`src/rtl/alu_op_scheduler_pkg.sv`:
```
`default_nettype none
// +----------------------------------------------------------------------------+
// | alu_op_scheduler_pkg                                                       |
// | Shared op-codes, FSM state encoding and compare-vector bit positions.      |
// | Revision: 1.0                                                              |
// +----------------------------------------------------------------------------+
package alu_op_scheduler_pkg;

  localparam logic [1:0] OP_ADD = 2'b00;
  localparam logic [1:0] OP_SUB = 2'b01;
  localparam logic [1:0] OP_CMP = 2'b10;
  localparam logic [1:0] OP_AND = 2'b11;

  // Compare vector is {A>B, A==B, A<B}
  localparam int CMP_GT_BIT = 2;
  localparam int CMP_EQ_BIT = 1;
  localparam int CMP_LT_BIT = 0;

  typedef enum logic [1:0] {
    ST_IDLE = 2'd0,
    ST_EXEC = 2'd1,
    ST_RESP = 2'd2
  } state_t;

endpackage
`default_nettype wire

```
`src/rtl/alu_op_scheduler_alu.sv`:
```
`default_nettype none
// +----------------------------------------------------------------------------+
// | alu_op_scheduler_alu                                                       |
// | Combinational alu_final datapath: add/sub with carry/borrow, compare, and. |
// | Revision: 1.0                                                              |
// +----------------------------------------------------------------------------+
module alu_op_scheduler_alu
  import alu_op_scheduler_pkg::*;
#(
  parameter int DATA_W = 4
) (
  input  logic [1:0]        s,
  input  logic [DATA_W-1:0] a,
  input  logic [DATA_W-1:0] b,
  output logic [DATA_W-1:0] result,
  output logic              flag,
  output logic [2:0]        cmp
);

  logic [DATA_W:0] w_sum;

  assign w_sum = {1'b0, a} + {1'b0, b};

  always_comb begin
    result = '0;
    flag   = 1'b0;
    cmp    = '0;
    case (s)
      OP_ADD: begin
        result = w_sum[DATA_W-1:0];
        flag   = w_sum[DATA_W];
      end
      OP_SUB: begin
        result = a - b;
        flag   = (a < b);
      end
      OP_CMP: begin
        cmp[CMP_GT_BIT] = (a > b);
        cmp[CMP_EQ_BIT] = (a == b);
        cmp[CMP_LT_BIT] = (a < b);
      end
      default: result = a & b;
    endcase
  end

endmodule
`default_nettype wire

```
`src/rtl/alu_op_scheduler.sv`:
```
`default_nettype none
// +----------------------------------------------------------------------------+
// | alu_op_scheduler                                                           |
// | Two-port arbiter sharing one ALU; IDLE->EXEC->RESP with registered reply.  |
// | Option: ALU_SCHED_FIXED_PRIO_EN gives port 0 strict priority.              |
// | Revision: 1.0                                                              |
// +----------------------------------------------------------------------------+
module alu_op_scheduler
  import alu_op_scheduler_pkg::*;
#(
  parameter int DATA_W = 4,
  parameter int ID_W   = 1
) (
  input  logic              clk,
  input  logic              rst,
  input  logic              req0_valid,
  output logic              req0_ready,
  input  logic [1:0]        req0_op,
  input  logic [DATA_W-1:0] req0_a,
  input  logic [DATA_W-1:0] req0_b,
  input  logic              req1_valid,
  output logic              req1_ready,
  input  logic [1:0]        req1_op,
  input  logic [DATA_W-1:0] req1_a,
  input  logic [DATA_W-1:0] req1_b,
  output logic              rsp_valid,
  input  logic              rsp_ready,
  output logic [ID_W-1:0]   rsp_id,
  output logic [DATA_W-1:0] rsp_result,
  output logic              rsp_flag,
  output logic [2:0]        rsp_cmp
);

  state_t            r_state;
  state_t            w_next_state;
  logic [1:0]        r_op;
  logic [DATA_W-1:0] r_a;
  logic [DATA_W-1:0] r_b;
  logic [ID_W-1:0]   r_id;
  logic              w_grant0;
  logic              w_grant1;
  logic [DATA_W-1:0] w_alu_result;
  logic              w_alu_flag;
  logic [2:0]        w_alu_cmp;

`ifdef ALU_SCHED_FIXED_PRIO_EN
  assign w_grant0 = req0_valid;
  assign w_grant1 = req1_valid & ~req0_valid;
`else
  // Pointer holds the last contention winner; the other port wins next contention
  logic r_rr_ptr;
  assign w_grant0 = req0_valid & (~req1_valid | r_rr_ptr);
  assign w_grant1 = req1_valid & (~req0_valid | ~r_rr_ptr);
`endif

  always_ff @(posedge clk) begin
    if (rst) r_state <= ST_IDLE;
    else     r_state <= w_next_state;
  end

  always_comb begin
    w_next_state = r_state;
    req0_ready   = 1'b0;
    req1_ready   = 1'b0;
    rsp_valid    = 1'b0;
    case (r_state)
      ST_IDLE: begin
        req0_ready = w_grant0;
        req1_ready = w_grant1;
        if (w_grant0 | w_grant1) w_next_state = ST_EXEC;
      end
      ST_EXEC: w_next_state = ST_RESP;
      ST_RESP: begin
        rsp_valid = 1'b1;
        if (rsp_ready) w_next_state = ST_IDLE;
      end
      default: w_next_state = ST_IDLE;
    endcase
  end

  always_ff @(posedge clk) begin
    if (rst) begin
      r_op       <= OP_ADD;
      r_a        <= '0;
      r_b        <= '0;
      r_id       <= '0;
      rsp_id     <= '0;
      rsp_result <= '0;
      rsp_flag   <= 1'b0;
      rsp_cmp    <= '0;
`ifndef ALU_SCHED_FIXED_PRIO_EN
      r_rr_ptr   <= 1'b1;
`endif
    end else begin
      if (r_state == ST_IDLE && (w_grant0 | w_grant1)) begin
        if (w_grant1) begin
          r_op <= req1_op;
          r_a  <= req1_a;
          r_b  <= req1_b;
        end else begin
          r_op <= req0_op;
          r_a  <= req0_a;
          r_b  <= req0_b;
        end
        r_id <= ID_W'(w_grant1);
`ifndef ALU_SCHED_FIXED_PRIO_EN
        if (req0_valid && req1_valid) r_rr_ptr <= w_grant1;
`endif
      end
      // Response fields only change here, so they stay frozen through RESP
      if (r_state == ST_EXEC) begin
        rsp_id     <= r_id;
        rsp_result <= w_alu_result;
        rsp_flag   <= w_alu_flag;
        rsp_cmp    <= w_alu_cmp;
      end
    end
  end

  alu_op_scheduler_alu #(
    .DATA_W (DATA_W)
  ) u_alu_final (
    .s      (r_op),
    .a      (r_a),
    .b      (r_b),
    .result (w_alu_result),
    .flag   (w_alu_flag),
    .cmp    (w_alu_cmp)
  );

endmodule
`default_nettype wire
```
`config.mk`:
```
export PLATFORM = sky130hd
export DESIGN_NAME = alu_op_scheduler
export DESIGN_NICKNAME = d
export VERILOG_FILES = /design/src/rtl/alu_op_scheduler_pkg.sv /design/src/rtl/alu_op_scheduler_alu.sv /design/src/rtl/alu_op_scheduler.sv
export SDC_FILE = /design/constraint.sdc
export NUM_CORES = 1
export LEC_CHECK = 0
export BUFFER_PORTS_ARGS = -buffer_cell sky130_fd_sc_hd__buf_2
export CAP_MARGIN = 20
export CORE_MARGIN = 1.5
export CORE_UTILIZATION = 55
export DETAILED_ROUTE_END_ITERATION = 10
export PLACE_DENSITY = 0.87
export SYNTH_ARGS = -nofsm -noshare
export SYNTH_HDL_FRONTEND = slang
export SYNTH_HIERARCHICAL = 1
export SYNTH_SLANG_ARGS = --single-unit
```
`constraint.sdc`:
```
create_clock -name clk -period 4.1 [get_ports clk]
set_input_delay 0.615 -clock clk [delete_from_list [all_inputs] [get_ports clk]]
set_output_delay 0.615 -clock clk [all_outputs]
set_load 0.05 [all_outputs]
```
== After elaboration in Yosys (flattened, before gate mapping) ==
Cells that the tools add are included.
Storage, ports and cells
  register bits after elaboration: 23
  input bits: 25
  output and inout bits: 12
  word-level logic and storage cells: 48
Operators by class
  add/sub/neg operators: 2
  $lt $le $gt $ge: 2
  equal/unequal tests: 7
  mux-type cells: 12
  bitwise gates (word level): 9
  reduce and logical (&&, ||, !) cells: 6
Operator list (count)
  $pmux W4 S3: 1
  $mux W4: 2
  $mux W2: 3
  $pmux W2 S3: 1
  $add A4 B4 Y5: 1
  $and A4 B4 Y4: 1
  $eq A2 B1 Y1 const B: 2
  $eq A2 B2 Y1 const B: 2
  $eq A4 B4 Y1: 1
  $gt A4 B4 Y1: 1
  $logic_not A2 Y1: 2
  $lt A4 B4 Y1: 1
  $ne A2 B2 Y1 const B: 2
  $reduce_and A2 Y1: 2
  $sub A4 B4 Y4: 1
  $mux W1: 3
  $mux W3: 1
  $not A1 Y1: 3
  $or A1 B1 Y1: 3
  $and A1 B1 Y1: 2
  $logic_and A1 B1 Y1: 2
  $pmux W1 S2: 1

== Longest topological paths before layout ==
  word-level depth: 6
  depth in mapped cells: 9
  gate-level depth less buffers: 9

== By module ==
The synthesis kept the hierarchy.
Modules (own cells, without submodules)
  alu_op_scheduler: instances 1, cells each 119, area each 1034.7 um2, sequential area each 460.4 um2
  alu_op_scheduler_alu: instances 1, cells each 54, area each 417.9 um2, sequential area each 0.0 um2

== Worst setup path before layout ==
Ideal clock, no wire load.
  path kind: input to output
  start point: in req1_valid
  end point: out req1_ready
  arrival time: 2.033 ns
  required time: 3.485 ns
  path slack: 1.452 ns
  cell stages on the path: 3
  cell sequence: a21bo_2 -> buf_2 -> nor3_1
Between the ends
  cells in the longest elaborated chain, start to end: 2
RTL lines
  start: declaration: line alu_op_scheduler.sv:21  | input logic req1_valid,
  $and A1 B1 Y1: line alu_op_scheduler.sv:53  | assign w_grant1 = req1_valid & (~req0_valid | ~r_rr_ptr);
  $mux W1: line alu_op_scheduler.sv:66  | case (r_state)
  end: declaration: line alu_op_scheduler.sv:22  | output logic req1_ready,
No other way between the ends.

== Final worst setup path ==
  start point: in req0_valid
  end point: out req0_ready
Between the ends
  cells in the longest elaborated chain, start to end: 2
RTL lines
  start: declaration: line alu_op_scheduler.sv:16  | input logic req0_valid,
  $and A1 B1 Y1: line alu_op_scheduler.sv:52  | assign w_grant0 = req0_valid & (~req1_valid | r_rr_ptr);
  $mux W1: line alu_op_scheduler.sv:66
  end: declaration: line alu_op_scheduler.sv:17  | output logic req0_ready,
No other way between the ends.

==> results.yml <==
floorplan:
  die_area_sq_mm: 0.00296
  row_count: 18
  pin_count: 37
  die_h_um: 54.4
  core_sq_mm: 0.00248
  fp.dieW_um: 54.4
  start_util_pct: 58.6
final_layout:
  ff_latch_area_sq_um: 460
  n_antenna_cell: 0
  fin_util_pct: 65.3
  multi_input_area_sq_um: 880
  nFillCells: 207
  drive_gt1_share_pct: 28.9
  nets: 237
  area_delta_synth_final_pct: 11.4
sta:
  rsz0062_at_grt: "no"
  slew_headroom_pct: 46.5
  worst_slack_ns: 1.93
  finalSetupViolations: 0
  clock_skew_ns: 0.00282
  hold_viol: 0
  tns_ns: 0
  slew_viol_final: 0
  min_period_over_period_pct: 53.0
  fmax_ghz: 0.460
  min_period_ns: 2.17
  tightest_slew_ns: 0.800
synthesis:
  seq_area_frac_synth_pct: 31.7
  synth_most_common_cell: "nand2_1"
  synth_ff_type: "dfxtp_1"
  ys_top_cells_by_area: "dfxtp_1, nand2_1, a311oi_2"
  ys_ff_latch: 23
  synth_cell_types: 38
  syn_avg_cell_area_sq_um: 8.40
  yosysTopAreaCell: "dfxtp_1"
  syn_inst: 173
  synth_warnings: 6
  netlist.area_leader.share_pct: 31.7
  synth_edf_count: 0
  async_flop_share_pct: 0
  yosys-top-cells-count: "nand2_1, a21oi_1, dfxtp_1, a311oi_2, inv_1"
  synth_nets: 208
  syn_area_sq_mm: 0.00145
power_and_ir_drop:
  p_sw_mw: 0.222
  power.density_mw_per_mm2: 362
  vdd_drop_max_v: 0.000308
  power_frac_clock_pct: 18.0
  p_leak_nw: 0.690
  netSwitchingFraction_pct: 37.8
  comb_power_share_pct: 36.5
  internal-power_mw: 0.365
  p_seq_share_pct: 45.5
route:
  drcViolationCount: 0
  drt_pass1_iterations: 4
  antenna_left: 0
  drt_iter0_drc: 31
  routed_wirelength_mm: 2.89
  wl_per_cell_um: 12.5
  vias: 1263
  vias_per_cell: 5.47
setup_path:
  path_max_fanout: 5
  crit_type: "in -> out"
  cp-start-kind: "primary input"
  cp-end-kind: "output port"
  critical_path_required_ns: 3.48
  arrival_ns: 1.56
global_route:
  grt_pass1_wl_mm: 4.51
  met2_usage_pct: 36.1
  grt.busiest_layer: "met2"
  antenna_found_initial: 0
  overflow: 0
  grt_use_total_pct: 21.1
  grt_max_degree: 25
  use_met1_pct: 25.4
  grt_pass1_vias: 1104
  use_met3_pct: 3.28
job:
  drv_cap: 0
clock_network:
  cts_setup_buffers: 0
  cts_root_buf: "clkbuf_4"
  cts.path.max_buffers: 2
  post_cts_resized: 0
  cts_max_level: 1
  clk_pin_slew_worst_paths_ns: 0.13
  cts_buffers: 3
  insertion_delay_ns: 0.30
  hold_buffers: 0
  cts_tree: "done"
  clock-sinks: 23
placed_design:
  preCtsSetupSlack_ns: 1.93
  hpwl_mm: 2.20
  place_congestion: 0.862
  port_buffers: 36
status:
  status: "complete, no violations"
worst_hold_path:
  hold_path.class: "reg -> reg"
==> sequential cells by signal, indices dropped and copies added (netlist names) <==
signal      flops
r_op            2
r_a             4
r_b             4
rsp_id          1
rsp_result      4
rsp_cmp         3
r_rr_ptr        1
r_state         2
rsp_flag        1
r_id            1
==> cells by family (layout without fill, tap and decap cells) <==
kind of cell	Yosys count	count (layout)	share of synthesized area (%)
multiplexers	1	1	0.689
XOR/XNOR	2	2	1.21
AO/OA/AOI/OAI	46	46	25.2
adder cells (fa/ha/maj)	10	10	9.65
flip-flops	23	23	31.7
AND/OR/NAND/NOR	70	70	23.9
buffers and inverters	21	49	7.75
==> stage by stage <==
stage | std cells | total power, mW | cell area, sq um | hold WS, ns
after floorplan | 173 | 0.447 | 1450 | 0.432
after global placement | 227 | 0.474 | 1590 | 0.441
after detailed placement | 227 | 0.484 | 1590 | 0.444
after CTS | 231 | 0.588 | 1620 | 0.462
after global routing | 231 | 0.623 | 1620 | 0.477
final | 231 | 0.586 | 1620 | 0.460
==> power groups by stage <==
stage / clock, mW / combinational, mW / sequential, mW
2_1_floorplan: 0 / 0.167 / 0.280
3_3_place_gp: 0 / 0.203 / 0.271
3_5_place_dp: 0 / 0.213 / 0.271
4_1_cts: 0.107 / 0.214 / 0.267
5_1_grt: 0.115 / 0.237 / 0.271
6_report: 0.106 / 0.214 / 0.267
==> critical path, stage by stage <==
cell	delay, ns
buf_2	0.12
or3b_1	0.41
a21oi_1	0.13
buf_2	0.27
==> path summary, 6_finish.rpt <==
path                                  from          to  slack (ns)  depth (start not counted)
worst min register to register      rsp_id      rsp_id        0.46                          2
worst max-delay path            req0_valid  req0_ready        1.93                          4
worst min-delay path                rsp_id      rsp_id        0.46                          2
worst max register to register      r_a[0]  rsp_cmp[2]        2.30                          9
==> layout by cell type, fill, tap and decap left out, drive strengths merged, types with 3 or more instances in the layout <==
| cell | count |
|---|---|
| nor2b | 4 |
| a21oi | 24 |
| buf | 36 |
| o21ai | 5 |
| nand3 | 4 |
| nand2b | 3 |
| a311oi | 11 |
| ha | 8 |
| nor2 | 7 |
| nand2 | 40 |
| inv | 9 |
| dfxtp | 23 |
| clkbuf | 4 |
==> per-layer routing <==
metal / up-vias / routed length [um]
met1: 571 / 1280
met3: 4 / 108
met4: 0 / 27
met5: - / 0
li1: 650 / -
met2: 38 / 1470
==> final cells by class <==
class                   instances  area share (%)
flip-flops and latches         23            28.5
repair buffers                 36            11.1
clock buffers                   4            1.62
multi-input cells             129            54.4
inverters                       9            2.09
well taps                      30            2.32
No activity file was read; power rests on OpenSTA's default activity.
